===== config.mk =====
export PLATFORM = sky130hd
export DESIGN_NAME = axi_dma_mm2s_connector
export DESIGN_NICKNAME = d
export VERILOG_FILES = /design/src/rtl/axi_dma_mm2s_connector_pkg.sv /design/src/rtl/axi_dma_mm2s_connector_axis_skid_buffer.sv /design/src/rtl/axi_dma_mm2s_connector.sv
export SDC_FILE = /design/constraint.sdc
export NUM_CORES = 1
export LEC_CHECK = 0
export CAP_MARGIN = 10
export CORE_ASPECT_RATIO = 0.6
export CORE_MARGIN = 4
export CORE_UTILIZATION = 40
export DETAILED_ROUTE_END_ITERATION = 8
export DONT_BUFFER_PORTS = 1
export PLACE_DENSITY = 0.63
export SETUP_SLACK_MARGIN = 0.02
export SLEW_MARGIN = 10
export SYNTH_ARGS = -nofsm -noshare
export SYNTH_HDL_FRONTEND = slang
export SYNTH_SLANG_ARGS = --single-unit

===== constraint.sdc =====
create_clock -name ACLK -period 16.5 [get_ports ACLK]
set_input_delay 3.3 -clock ACLK [delete_from_list [all_inputs] [get_ports ACLK]]
set_output_delay 3.3 -clock ACLK [all_outputs]
set_load 0.01 [all_outputs]

===== src/rtl/axi_dma_mm2s_connector_pkg.sv =====
// Shared definitions for the AXI DMA MM2S connector: input FSM state encoding.
package axi_dma_mm2s_connector_pkg;

    // Input-side packet FSM states, same encoding as the S2MM connector.
    typedef enum logic [1:0] {
        ST_IDLE   = 2'd0,
        ST_STREAM = 2'd1,
        ST_HOLD   = 2'd2
    } dma_state_e;

endpackage


===== src/rtl/axi_dma_mm2s_connector_axis_skid_buffer.sv =====
// Two-entry AXI-Stream skid buffer with a registered output stage.
// Input ready depends only on the skid register, so the downstream ready
// never reaches the upstream ready combinationally.
module axis_skid_buffer #(
    parameter int PAYLOAD_W = 8
) (
    input  logic                 clk,
    input  logic                 rst,
    input  logic [PAYLOAD_W-1:0] in_payload,
    input  logic                 in_valid,
    output logic                 in_ready,
    output logic [PAYLOAD_W-1:0] out_payload,
    output logic                 out_valid,
    input  logic                 out_ready
);

    logic                 out_vld_q, out_vld_d;
    logic [PAYLOAD_W-1:0] out_pld_q, out_pld_d;
    logic                 skid_vld_q, skid_vld_d;
    logic [PAYLOAD_W-1:0] skid_pld_q, skid_pld_d;
    logic                 in_acc;

    assign in_ready    = !skid_vld_q;
    assign in_acc      = in_valid && in_ready;
    assign out_valid   = out_vld_q;
    assign out_payload = out_pld_q;

    // Refill the output stage from the skid entry first, then from the input;
    // park an incoming beat in the skid entry while the output is stalled.
    always_comb begin
        out_vld_d  = out_vld_q;
        out_pld_d  = out_pld_q;
        skid_vld_d = skid_vld_q;
        skid_pld_d = skid_pld_q;
        if (!out_vld_q || out_ready) begin
            if (skid_vld_q) begin
                out_vld_d  = 1'b1;
                out_pld_d  = skid_pld_q;
                skid_vld_d = 1'b0;
            end else if (in_acc) begin
                out_vld_d = 1'b1;
                out_pld_d = in_payload;
            end else begin
                out_vld_d = 1'b0;
            end
        end else if (in_acc) begin
            skid_vld_d = 1'b1;
            skid_pld_d = in_payload;
        end
    end

    // Buffer registers; reset empties both entries and zeroes the output payload.
    always_ff @(posedge clk or posedge rst) begin
        if (rst) begin
            out_vld_q  <= 1'b0;
            out_pld_q  <= '0;
            skid_vld_q <= 1'b0;
            skid_pld_q <= '0;
        end else begin
            out_vld_q  <= out_vld_d;
            out_pld_q  <= out_pld_d;
            skid_vld_q <= skid_vld_d;
            skid_pld_q <= skid_pld_d;
        end
    end

endmodule


===== src/rtl/axi_dma_mm2s_connector.sv =====
// AXI DMA MM2S connector: passes one packet at a time from the DMA read
// stream to the fabric, then holds the input off until the DMA interrupt
// falls. Also reports per-packet beat counts and flags malformed TKEEP.
module axi_dma_mm2s_connector
    import axi_dma_mm2s_connector_pkg::*;
#(
    parameter int TDATA_WIDTH    = 128,
    parameter int BEAT_CNT_WIDTH = 16
) (
    input  logic                      ACLK,
    input  logic                      ARESET,
    input  logic [TDATA_WIDTH-1:0]    S_AXIS_TDATA,
    input  logic                      S_AXIS_TVALID,
    input  logic                      S_AXIS_TLAST,
    input  logic [TDATA_WIDTH/8-1:0]  S_AXIS_TKEEP,
    output logic                      S_AXIS_TREADY,
    output logic [TDATA_WIDTH-1:0]    M_AXIS_TDATA,
    output logic                      M_AXIS_TVALID,
    output logic                      M_AXIS_TLAST,
    output logic [TDATA_WIDTH/8-1:0]  M_AXIS_TKEEP,
    input  logic                      M_AXIS_TREADY,
    input  logic                      AXIDMA_MM2S_INTR_IN,
    output logic [BEAT_CNT_WIDTH-1:0] PKT_BEAT_COUNT,
    output logic                      PKT_DONE,
    output logic                      KEEP_ERR
);

    localparam int KEEP_W = TDATA_WIDTH / 8;
    localparam int PLD_W  = TDATA_WIDTH + KEEP_W + 1;
    localparam logic [KEEP_W-1:0]         KEEP_ALL = {KEEP_W{1'b1}};
    localparam logic [KEEP_W-1:0]         KEEP_ONE = {{(KEEP_W-1){1'b0}}, 1'b1};
    localparam logic [BEAT_CNT_WIDTH-1:0] CNT_MAX  = {BEAT_CNT_WIDTH{1'b1}};
    localparam logic [BEAT_CNT_WIDTH-1:0] CNT_ONE  = {{(BEAT_CNT_WIDTH-1){1'b0}}, 1'b1};

    dma_state_e                state_q, state_d;
    logic                      intr_q, intr_d;
    logic                      arm_q, arm_d;
    logic [BEAT_CNT_WIDTH-1:0] cnt_q, cnt_d;
    logic [BEAT_CNT_WIDTH-1:0] pkt_cnt_q, pkt_cnt_d;
    logic                      done_q, done_d;
    logic                      kerr_q, kerr_d;

    logic                      buf_in_ready;
    logic                      acc;
    logic                      intr_negedge;
    logic [PLD_W-1:0]          in_pld;
    logic [PLD_W-1:0]          out_pld;

    function automatic logic [BEAT_CNT_WIDTH-1:0] sat_inc(input logic [BEAT_CNT_WIDTH-1:0] v);
        return (v == CNT_MAX) ? v : v + CNT_ONE;
    endfunction

    // Every beat before the last must carry a full word.
    function automatic logic keep_bad_mid(input logic [KEEP_W-1:0] k);
        return k != KEEP_ALL;
    endfunction

    // The last beat must be a non-empty run of ones starting at byte 0;
    // adding one to such a run clears every set bit.
    function automatic logic keep_bad_last(input logic [KEEP_W-1:0] k);
        return (k == '0) || ((k & (k + KEEP_ONE)) != '0);
    endfunction

    // arm_q keeps the input closed during reset and for the first cycle after it.
    assign S_AXIS_TREADY = arm_q && (state_q != ST_HOLD) && buf_in_ready;
    assign acc           = S_AXIS_TVALID && S_AXIS_TREADY;
    assign intr_negedge  = !AXIDMA_MM2S_INTR_IN && intr_q;
    assign in_pld        = {S_AXIS_TLAST, S_AXIS_TKEEP, S_AXIS_TDATA};

    assign {M_AXIS_TLAST, M_AXIS_TKEEP, M_AXIS_TDATA} = out_pld;
    assign PKT_BEAT_COUNT = pkt_cnt_q;
    assign PKT_DONE       = done_q;
    assign KEEP_ERR       = kerr_q;

    axis_skid_buffer #(
        .PAYLOAD_W (PLD_W)
    ) u_skid (
        .clk         (ACLK),
        .rst         (ARESET),
        .in_payload  (in_pld),
        .in_valid    (acc),
        .in_ready    (buf_in_ready),
        .out_payload (out_pld),
        .out_valid   (M_AXIS_TVALID),
        .out_ready   (M_AXIS_TREADY)
    );

    // Packet FSM next state; an accepted TLAST outranks a same-cycle interrupt edge.
    always_comb begin
        state_d = state_q;
        intr_d  = AXIDMA_MM2S_INTR_IN;
        arm_d   = 1'b1;
        case (state_q)
            ST_IDLE: begin
                if (acc) begin
                    state_d = S_AXIS_TLAST ? ST_HOLD : ST_STREAM;
                end
            end
            ST_STREAM: begin
                if (acc && S_AXIS_TLAST) begin
                    state_d = ST_HOLD;
                end
            end
            ST_HOLD: begin
                if (intr_negedge) begin
                    state_d = ST_IDLE;
                end
            end
            default: state_d = ST_IDLE;
        endcase
    end

    // FSM state, interrupt delay tap and post-reset arming flag.
    always_ff @(posedge ACLK or posedge ARESET) begin
        if (ARESET) begin
            state_q <= ST_IDLE;
            intr_q  <= 1'b0;
            arm_q   <= 1'b0;
        end else begin
            state_q <= state_d;
            intr_q  <= intr_d;
            arm_q   <= arm_d;
        end
    end

    // Beat counting, completion pulse and sticky TKEEP checking on accepted beats.
    always_comb begin
        cnt_d     = cnt_q;
        pkt_cnt_d = pkt_cnt_q;
        done_d    = 1'b0;
        kerr_d    = kerr_q;
        if (acc) begin
            if (S_AXIS_TLAST) begin
                pkt_cnt_d = sat_inc(cnt_q);
                cnt_d     = '0;
                done_d    = 1'b1;
                if (keep_bad_last(S_AXIS_TKEEP)) begin
                    kerr_d = 1'b1;
                end
            end else begin
                cnt_d = sat_inc(cnt_q);
                if (keep_bad_mid(S_AXIS_TKEEP)) begin
                    kerr_d = 1'b1;
                end
            end
        end
    end

    // Counter and status registers.
    always_ff @(posedge ACLK or posedge ARESET) begin
        if (ARESET) begin
            cnt_q     <= '0;
            pkt_cnt_q <= '0;
            done_q    <= 1'b0;
            kerr_q    <= 1'b0;
        end else begin
            cnt_q     <= cnt_d;
            pkt_cnt_q <= pkt_cnt_d;
            done_q    <= done_d;
            kerr_q    <= kerr_d;
        end
    end

endmodule


======== Yosys cells after proc, flatten, opt, wreduce, memory -nomap -nowiden ========
Index checks and enable logic that the tools add are counted.
storage, ports and cells
  register bits ........................... 330
  output and inout port bits .............. 165
  input port bits ......................... 150
  word-level logic and storage cells ...... 64
operators by class
  add/subtract/negate cells ............... 2
  equal/unequal tests ..................... 9
  bitwise logic cells ..................... 2
  muxes and demuxes ....................... 18
  reduce and logical (&&, ||, !) cells .... 22
operators by type and width
  operator                                        count
  2-to-1 mux 145 bit                              2
  adder 16 x 1 -> 16 bit (second input constant)  2
  2-to-1 mux 16 bit                               2
  bitwise AND 16 bit                              1
  == test 16 bit (second input constant)          1
  logical NOT 16 bit                              1
  != test 16 bit (second input constant)          1
  nonzero test 16 bit                             1
  2-to-1 mux 1 bit                                9
  2-to-1 mux 2 bit                                4
  != test 2 bit (second input constant)           4
  logical AND 1 bit                               6
  case mux 2 bit (3 select lines)                 1
  AND reduction 2 bit                             3
  AND reduction 3 bit                             2
  nonzero test 2 bit                              3
  logical NOT 1 bit                               3
  == test 2 x 1 -> 1 bit (second input constant)  1
  == test 2 bit (second input constant)           1
  logical NOT 2 bit                               1
  logical OR 1 bit                                2
  != test 2 x 1 -> 1 bit (second input constant)  1
  NOT 1 bit                                       1

======== Logic depth before layout (Yosys ltp) ========
Gate-level depths: netlist of run 1.
  word-level depth ........................ 7
  mapped depth ............................ 9
  gate-level depth less buffers ........... 6

======== Hierarchy ========
A second synthesis of run 1 with hierarchy kept.
unflattened totals
  cell total of the unflattened synthesis .. 1031
  area total of the unflattened synthesis .. 14993.1 um^2
modules (own cells, without submodules)
  module                  cells an instance  instances  sequential area each (um^2)  area each (um^2)
  axis_skid_buffer        784                1          7307.0                       12843.6
  axi_dma_mm2s_connector  247                1          950.9                        2149.6

======== Worst setup path before layout of run 1 ========
Ideal clock, no wire load.
  path type ............................... reg-to-output
  start point ............................. register u_skid.skid_vld_q
  end point ............................... output S_AXIS_TREADY
  data arrival time ....................... 1341 ps
  path slack .............................. 11859 ps
  data required time ...................... 13200 ps
  stages on the path, launching flop included .. 5
  path buffers ............................ 3
  path through ............................ dfrtp_1 > buf_2 > buf_2 > buf_1 > and3b_1
between the ends
  cells in the longest elaborated chain, start to end .. 2
RTL lines
  what                    line                                           text
  start, declared         axi_dma_mm2s_connector_axis_skid_buffer.sv:19  logic skid_vld_q, skid_vld_d;
  start signal, assigned  axi_dma_mm2s_connector_axis_skid_buffer.sv:62  skid_vld_q <= skid_vld_d;
  logical NOT 1 bit       axi_dma_mm2s_connector_axis_skid_buffer.sv:23  assign in_ready = !skid_vld_q;
  logical AND 1 bit       axi_dma_mm2s_connector.sv:65                   assign S_AXIS_TREADY = arm_q && (state_q != ST_HOLD) && buf_in_ready;
  end, declared           axi_dma_mm2s_connector.sv:16                   output logic S_AXIS_TREADY,
No other way between the ends.

======== Worst setup path after layout of run 1 ========
  start point ............................. input S_AXIS_TVALID
  end point ............................... register u_skid.out_pld_q[53] (netlist: u_skid.out_payload[53])
between the ends
  cells in the longest elaborated chain, start to end .. 4
RTL lines
  what                           line                                           text
  start, declared                axi_dma_mm2s_connector.sv:13                   input logic S_AXIS_TVALID,
  logical AND 1 bit              axi_dma_mm2s_connector.sv:66                   assign acc = S_AXIS_TVALID && S_AXIS_TREADY;
  logical AND 1 bit              axi_dma_mm2s_connector_axis_skid_buffer.sv:24  assign in_acc = in_valid && in_ready;
  nonzero test 2 bit (no line)   --
  AND reduction 2 bit (no line)  --
  end signal, assigned           axi_dma_mm2s_connector_axis_skid_buffer.sv:61  out_pld_q <= out_pld_d;
  end, declared                  axi_dma_mm2s_connector_axis_skid_buffer.sv:18  logic [PAYLOAD_W-1:0] out_pld_q, out_pld_d;
No other way between the ends.
A chain may end at the register's enable or synchronous reset.

==> flow_metrics.tcl, run 1 <==
set metrics [dict create \
    outcome "finished clean" \
    finalNetCount 1310 \
    cts.sinks 330 \
    initialDrtViolationCount 554 \
    ys_seq_elements 330 \
    bufs_and_invs_on_worst_path 2 \
    route.vias.total 8837 \
    timing.critical_path.cells "and4b_1 -> o21ai_4 -> buf_4 -> buf_4 -> o21ai_0" \
    wl_met2_mm 15.2 \
    timing.setup.critical_path_class "in2reg" \
    cts_hold_repair.buffers 0 \
    yosysUniqueCellTypes 59 \
    core_mm2 0.0355 \
    ant_diodes 0 \
    power.ir.vdd_worst_mv 0.0894 \
    worst_setup_path_start_kind "primary input" \
    arrival_ns 6.14 \
    fin_cells 1648 \
    netlist_instances 1198 \
    timing.critical_path.to_type "flip-flop" \
    io_pins 315 \
    grt_pass1_vias 8845 \
    synth-warning-count 0 \
    multi_input_area_mm2 0.00586 \
    grt_antenna_before_repair 0 \
    worst_path_most_repeated_cell "sky130_fd_sc_hd__buf_4" \
    synth.mux.area_fraction 0.235 \
    timing.final.crit_share 0.346 \
    fp.dieH_um 156 \
    tritoncts_clock_tree "yes" \
    final_setup_margin_ns 10.78 \
    synth_top_family_by_area "multiplexers" \
    netlist_area_mm2 0.0146 \
    dpl-instance-area_mm2 0.0148 \
    power.density_cell_area_mw_per_mm2 173 \
    synth-simple-area-share 0.0771 \
    overflow 0 \
    timing.setup.tns_ns 0 \
    critPathMaxFanout 81 \
    synthMostInstantiatedCell "sky130_fd_sc_hd__dfrtp_1" \
    clk_pin_slew_worst_paths_ns 0.06 \
    gpl.final_weighted_congestion 0.780 \
    finalHoldViolations 0 \
    crit_path_max_incr_delay_ns 0.78 \
    path_delay_family "buffers and inverters" \
    fp.dieArea_mm2 0.0397 \
    timing.fmax_mhz 175 \
    synthTopCellsByCount "330 x sky130_fd_sc_hd__dfrtp_1, 183 x sky130_fd_sc_hd__nand2_1, 154 x sky130_fd_sc_hd__mux2i_1, 139 x sky130_fd_sc_hd__o21ai_0, 81 x sky130_fd_sc_hd__mux2_4" \
    fraction_of_post_synthesis_cell_area_in_the_top_cell_type_by_area 0.566 \
    clock-root-buffer "sky130_fd_sc_hd__clkbuf_16" \
    detail_route.wl_per_cell_um 21.0 \
    grt_setup_unrepaired "no" \
    per_instance_average_area_after_synthesis_um2 12.2 \
    detail-route-antenna-nets 0 \
    drc_errors 0 \
    hp-class "reg2reg" \
    total_routing_usage_gr 0.169 \
    clockBufferDepth 3 \
    worst_path_max_delay_cell "sky130_fd_sc_hd__o21ai_4" \
    synth_largest_area_cell "sky130_fd_sc_hd__dfrtp_1" \
    synth-compound-area-share 0.0805 \
    tightestPinTransition_ns 1.05 \
    finalWirelength_mm 34.6 \
    async_flop_share 1.00 \
    max_slew_margin 0.300 \
    number_of_fill_cells 3191 \
    leakagePower_nw 7.02 \
    postSynthNetCount 1349 \
    detail_route.first_pass.iterations 5 \
    ys.flop_type "sky130_fd_sc_hd__dfrtp_1" \
    place.port_buffers 0 \
    cts-buffers-inserted 31 \
    grt_first_pass_wirelength_mm 53.4 \
    layout.cell_area.non_filler_mm2 0.0160 \
    core.rowCount 53 \
    ctsHtreeMaxLevel 1 \
    share_of_cells_above_drive_strength_1 0.178 \
    cts.repair_timing.setup_buffer_count 0 \
    final-seq-area_mm2 0.00826 \
    routed_via_density 5.36 \
    post-route-min-period_ns 5.72 \
    placement_setup_slack_ns 10.20 \
    worst-endpoint-required_ns 16.93 \
    timing.clock.skew_ns 0.0240 \
    synth_xor_xnor_area_share 0.00660 \
    slew_violations 0 \
    ys_seq_area_frac 0.566 \
    post_synth_main_area_contributors "sky130_fd_sc_hd__dfrtp_1 57%, sky130_fd_sc_hd__mux2i_1 11%, sky130_fd_sc_hd__mux2_4 8.3%" \
    cts_resized 0 \
    synthAdderAreaFrac 0.000858 \
    chipWidth_um 255 \
    area_delta_synth_final_pct 9.38 \
    routed.top_layer "met4" \
    worstSkewPairLatency_ns 0.58 \
    synth-edff-count 0 \
    place_inst 1593 \
    drv.max_cap_violation_count 0 \
    routed-wl-met3_mm 3.45 \
    wl_met1_mm 15.4 \
    fin_hold_ws_ns 0.477 \
    place_hpwl_mm 23.0 \
    largest_net_degree_at_the_start_of_global_routing 155 \
    initial_standard_cell_utilization_of_the_core 0.411 \
    final-setup-viol-count 0 \
]
## cells by family (layout without fill, tap and decap cells)
kind of cell               after synthesis  after routing
xor gates and xnor gates                11             11
other                                    1              1
buffers and inverters                   92             75
and+or+nand+nor                        252            252
AOI/OAI and AO/OA                      216            216
DFF                                    330            330
muxes                                  295            295
adders and majority gates                1              1
## sequential cells by signal, summed over array words and instances, names as in the netlist
signal              count
cnt_q                  16
u_skid.skid_vld_q       1
arm_q                   1
PKT_BEAT_COUNT         16
u_skid.skid_pld_q     145
KEEP_ERR                1
intr_q                  1
state_q                 2
PKT_DONE                1
u_skid.out_payload    145
u_skid.out_valid        1
## area by class of cell
cell class                 count  share of cell area
sequential                   330               0.518
inverter                      11             0.00306
clock inverter                16              0.0172
tap                          467              0.0366
clock buffer                  39              0.0530
timing repair buffer           9             0.00502
multi-input combinational    776               0.367
## worst register-to-register path: cells and delay by family, from the launching register on
family | cells | cell delay (ns)
buf+inv | 2 | 1.46
simple gates | 1 | 0.50
flops | 1 | 0.96
compound gates | 2 | 1.01
## per-stage QoR
| step | util | power, mW |
|---|---|---|
| after CTS | 0.450 | 2.80 |
| after detailed placement | 0.418 | 2.00 |
| after global routing | 0.450 | 2.94 |
| final | 0.450 | 2.77 |
| after global placement | 0.418 | 1.96 |
| after floorplan | - | 1.84 |
## cells in the final DEF (no fill, tap or decap), drive strengths merged, types with 2 or more instances in the layout
cell type  Yosys  routed
a21oi         12      12
a22o           2       2
a31oi          5       5
a41o           2       2
and3           2       2
and4           2       2
buf           45       9
bufinv         0       7
clkbuf        36      39
clkinv         1       4
clkinvlp       0       3
dfrtp        330     330
inv           10      13
mux2         141     141
mux2i        154     154
nand2        184     184
nand2b         3       3
nand3          7       7
nand4          8       8
nor2          24      24
nor3           4       4
nor4           7       7
o2111ai        3       3
o211ai         3       3
o21ai        178     178
o22ai          3       3
o31ai          2       2
or2            3       3
or3            2       2
xnor2          5       5
xor2           6       6
## per-layer routing
layer,GRT usage,vias to the layer above
met1,0.236,4465
li1,-,4092
met3,0.0675,38
met2,0.254,242
met5,0,-
met4,0.0285,0
## power by group
part	internal (mW)	total, mW	switching, mW
sequential	1.16	1.49	0.333
clock	0.472	0.792	0.320
combinational	0.283	0.484	0.201
total	1.91	2.77	0.854
## worst paths after layout
path,from,to,slack [ns],cells past startpoint
worst min register to register,state_q[1],state_q[0],0.48,1
max in group asynchronous,ARESET,u_skid.skid_vld_q,11.54,3
worst max-delay path,S_AXIS_TVALID,u_skid.out_payload[53],10.78,5
worst max register to register,u_skid.skid_vld_q,u_skid.out_payload[53],12.44,5
min in group asynchronous,ARESET,u_skid.out_payload[55],2.71,1
worst min-delay path,state_q[1],state_q[0],0.48,1
No activity file was read; power rests on OpenSTA's default activity.
==> inputs of run 2 (changes only) <==
--- a/config.mk
+++ b/config.mk
@@ -11,7 +11,7 @@
 export CORE_UTILIZATION = 40
 export DETAILED_ROUTE_END_ITERATION = 8
 export DONT_BUFFER_PORTS = 1
-export PLACE_DENSITY = 0.63
+export PLACE_DENSITY = 0.65
 export SETUP_SLACK_MARGIN = 0.02
 export SLEW_MARGIN = 10
 export SYNTH_ARGS = -nofsm -noshare
==> constraint.sdc (replaced) <==
create_clock -name ACLK -period 4.7 [get_ports ACLK]
set_input_delay 0.94 -clock ACLK [delete_from_list [all_inputs] [get_ports ACLK]]
set_output_delay 0.94 -clock ACLK [all_outputs]
set_load 0.01 [all_outputs]
==> run 2 against run 1 <==
- cell area up 0.14%
- global-route usage up 0.12 points
- setup slack worse by 9.2 ns
- cell count up 0.18%
- clock power rose to 3.2 times the previous value
- first-iteration DRC count down 0.36%
- register-to-register slack worse by 11 ns
- hold slack worse by 0.15 ns
- non-clock buffer count up 2
- clock-buffer cell count unchanged
- largest cell class unchanged
- highest routed layer unchanged
==> flow_metrics.tcl, run 2 (synthesis results as in run 1) <==
set metrics [dict create \
    final_common_cell "sky130_fd_sc_hd__dfrtp_1" \
    cts_hold_repair.buffers 0 \
    post-route-min-period_ns 3.11 \
    power.ir.vdd_worst_mv 0.289 \
    cts-buffers-inserted 31 \
    detail_route.first_pass.iterations 4 \
    core_mm2 0.0355 \
    initialDrtViolationCount 552 \
    worst-endpoint-required_ns 5.12 \
    clk_pin_slew_worst_paths_ns 0.06 \
    overflow 0 \
    number_of_fill_cells 3175 \
    chipWidth_um 255 \
    grt_antenna_before_repair 0 \
    finalWirelength_mm 34.1 \
    final_setup_margin_ns 1.59 \
    route.vias.total 8882 \
    area_delta_synth_final_pct 9.53 \
    final-setup-viol-count 0 \
    timing.reg2reg.setup_slack_ns 1.59 \
    finalHoldViolations 0 \
    detail-route-antenna-nets 0 \
    arrival_ns 3.53 \
    leakagePower_nw 7.04 \
    detail_route.wl_per_cell_um 20.7 \
    tightestPinTransition_ns 1.36 \
    power.density_cell_area_mw_per_mm2 594 \
    fp.dieArea_mm2 0.0397 \
    worstSkewPairLatency_ns 0.56 \
    drc_errors 0 \
    hp-class "in2async" \
    outcome "finished clean" \
    finalNetCount 1312 \
    slew_violations 0 \
    grt_setup_unrepaired "no" \
    grt_pass1_vias 9241 \
    ant_diodes 0 \
    share_of_cells_above_drive_strength_1 0.180 \
    fp.dieH_um 156 \
    initial_standard_cell_utilization_of_the_core 0.411 \
    timing.final.crit_share 0.663 \
    drv.max_cap_violation_count 0 \
    core.rowCount 53 \
    max_slew_margin 0.0901 \
    place_inst 1595 \
    place_hpwl_mm 22.9 \
    largest_net_degree_at_the_start_of_global_routing 133 \
    timing.critical_path.to_type "flip-flop" \
    placement_setup_slack_ns 1.81 \
    place.port_buffers 0 \
    cts.sinks 330 \
    timing.fmax_mhz 321 \
    fin_cells 1651 \
    routed_via_density 5.38 \
    mostFrequentLayoutCells "329 x sky130_fd_sc_hd__dfrtp_1, 183 x sky130_fd_sc_hd__nand2_1, 154 x sky130_fd_sc_hd__mux2i_1, 139 x sky130_fd_sc_hd__o21ai_0, 81 x sky130_fd_sc_hd__mux2_4" \
    tritoncts_clock_tree "yes" \
    cts.repair_timing.setup_buffer_count 0 \
    critPathMaxFanout 132 \
    clockBufferDepth 3 \
    cts_resized 0 \
    grt_first_pass_wirelength_mm 54.4 \
    gpl.final_weighted_congestion 0.789 \
    worst_setup_path_start_kind "flip-flop" \
    ctsHtreeMaxLevel 1 \
    final_core_util 0.450 \
    io_pins 315 \
    timing.clock.skew_ns 0.0103 \
    finalPower_mw 9.49 \
    clock-root-buffer "sky130_fd_sc_hd__clkbuf_16" \
    total_routing_usage_gr 0.170 \
    timing.setup.critical_path_class "reg2reg" \
]
==> run 2: cell count changes in the layout (fill, tap and decap cells not counted) <==
cell | before | now
sky130_fd_sc_hd__clkinv_2 | 3 | 10
sky130_fd_sc_hd__clkinv_4 | 0 | 2
sky130_fd_sc_hd__inv_8 | 1 | 0
sky130_fd_sc_hd__inv_6 | 3 | 0
sky130_fd_sc_hd__buf_4 | 8 | 1
sky130_fd_sc_hd__buf_12 | 1 | 10
sky130_fd_sc_hd__bufinv_16 | 7 | 3
==> run 2: worst paths after layout <==
kind                                            to                 from  depth (start not counted)
hold reg to reg                         state_q[0]           state_q[1]                          1
min in group ACLK                           intr_q  AXIDMA_MM2S_INTR_IN                          0
setup / recovery            u_skid.out_payload[64]    u_skid.skid_vld_q                          4
max in group asynchronous   u_skid.out_payload[60]               ARESET                          2
hold / removal             u_skid.out_payload[114]               ARESET                          1
setup reg to reg            u_skid.out_payload[64]    u_skid.skid_vld_q                          4
==> run 2: cell type report <==
type | instances | area (µm²) | area share
inverters | 11 | 45.0 | 0.00282
clock inverters | 17 | 173 | 0.0108
repair buffers | 11 | 208 | 0.0130
multi-input cells | 776 | 5860 | 0.367
well taps | 467 | 584 | 0.0366
clock buffers | 39 | 846 | 0.0529
flip-flops and latches | 330 | 8260 | 0.517
==> run 2: through the flow <==
stage | TNS, ns | hold WS [ns] | instance area, µm²
4_1_cts | 0 | 0.302 | 16000
6_report | 0 | 0.329 | 16000
2_1_floorplan | -213.40 | 0.441 | 14600
3_5_place_dp | 0 | 0.471 | 15000
3_3_place_gp | 0 | 0.460 | 15000
5_1_grt | 0 | 0.322 | 16000
==> run 2: worst max-delay path: stages, from the launching register on <==
cell	delay, ns
sky130_fd_sc_hd__dfrtp_4	0.62
sky130_fd_sc_hd__buf_12	0.30
sky130_fd_sc_hd__o21ai_4	1.00
sky130_fd_sc_hd__buf_12	0.39
sky130_fd_sc_hd__o21ai_0	0.18
==> run 2: power breakdown <==
part           switching (mW)  leakage (nW)  total [mW]  internal (mW)
clock network            1.10         0.506        2.54           1.44
registers                1.15          4.07        5.21           4.06
logic                   0.726          2.46        1.74           1.02
total                    2.98          7.04        9.49           6.51
==> run 2: metal layers <==
metal  global-route usage  vias up  wire length [µm]
met4               0.0254        0               361
li1                     -     4112                 -
met1                0.234     4489             14900
met3               0.0703       31              3490
met5                    0        -                 0
met2                0.260      250             15400
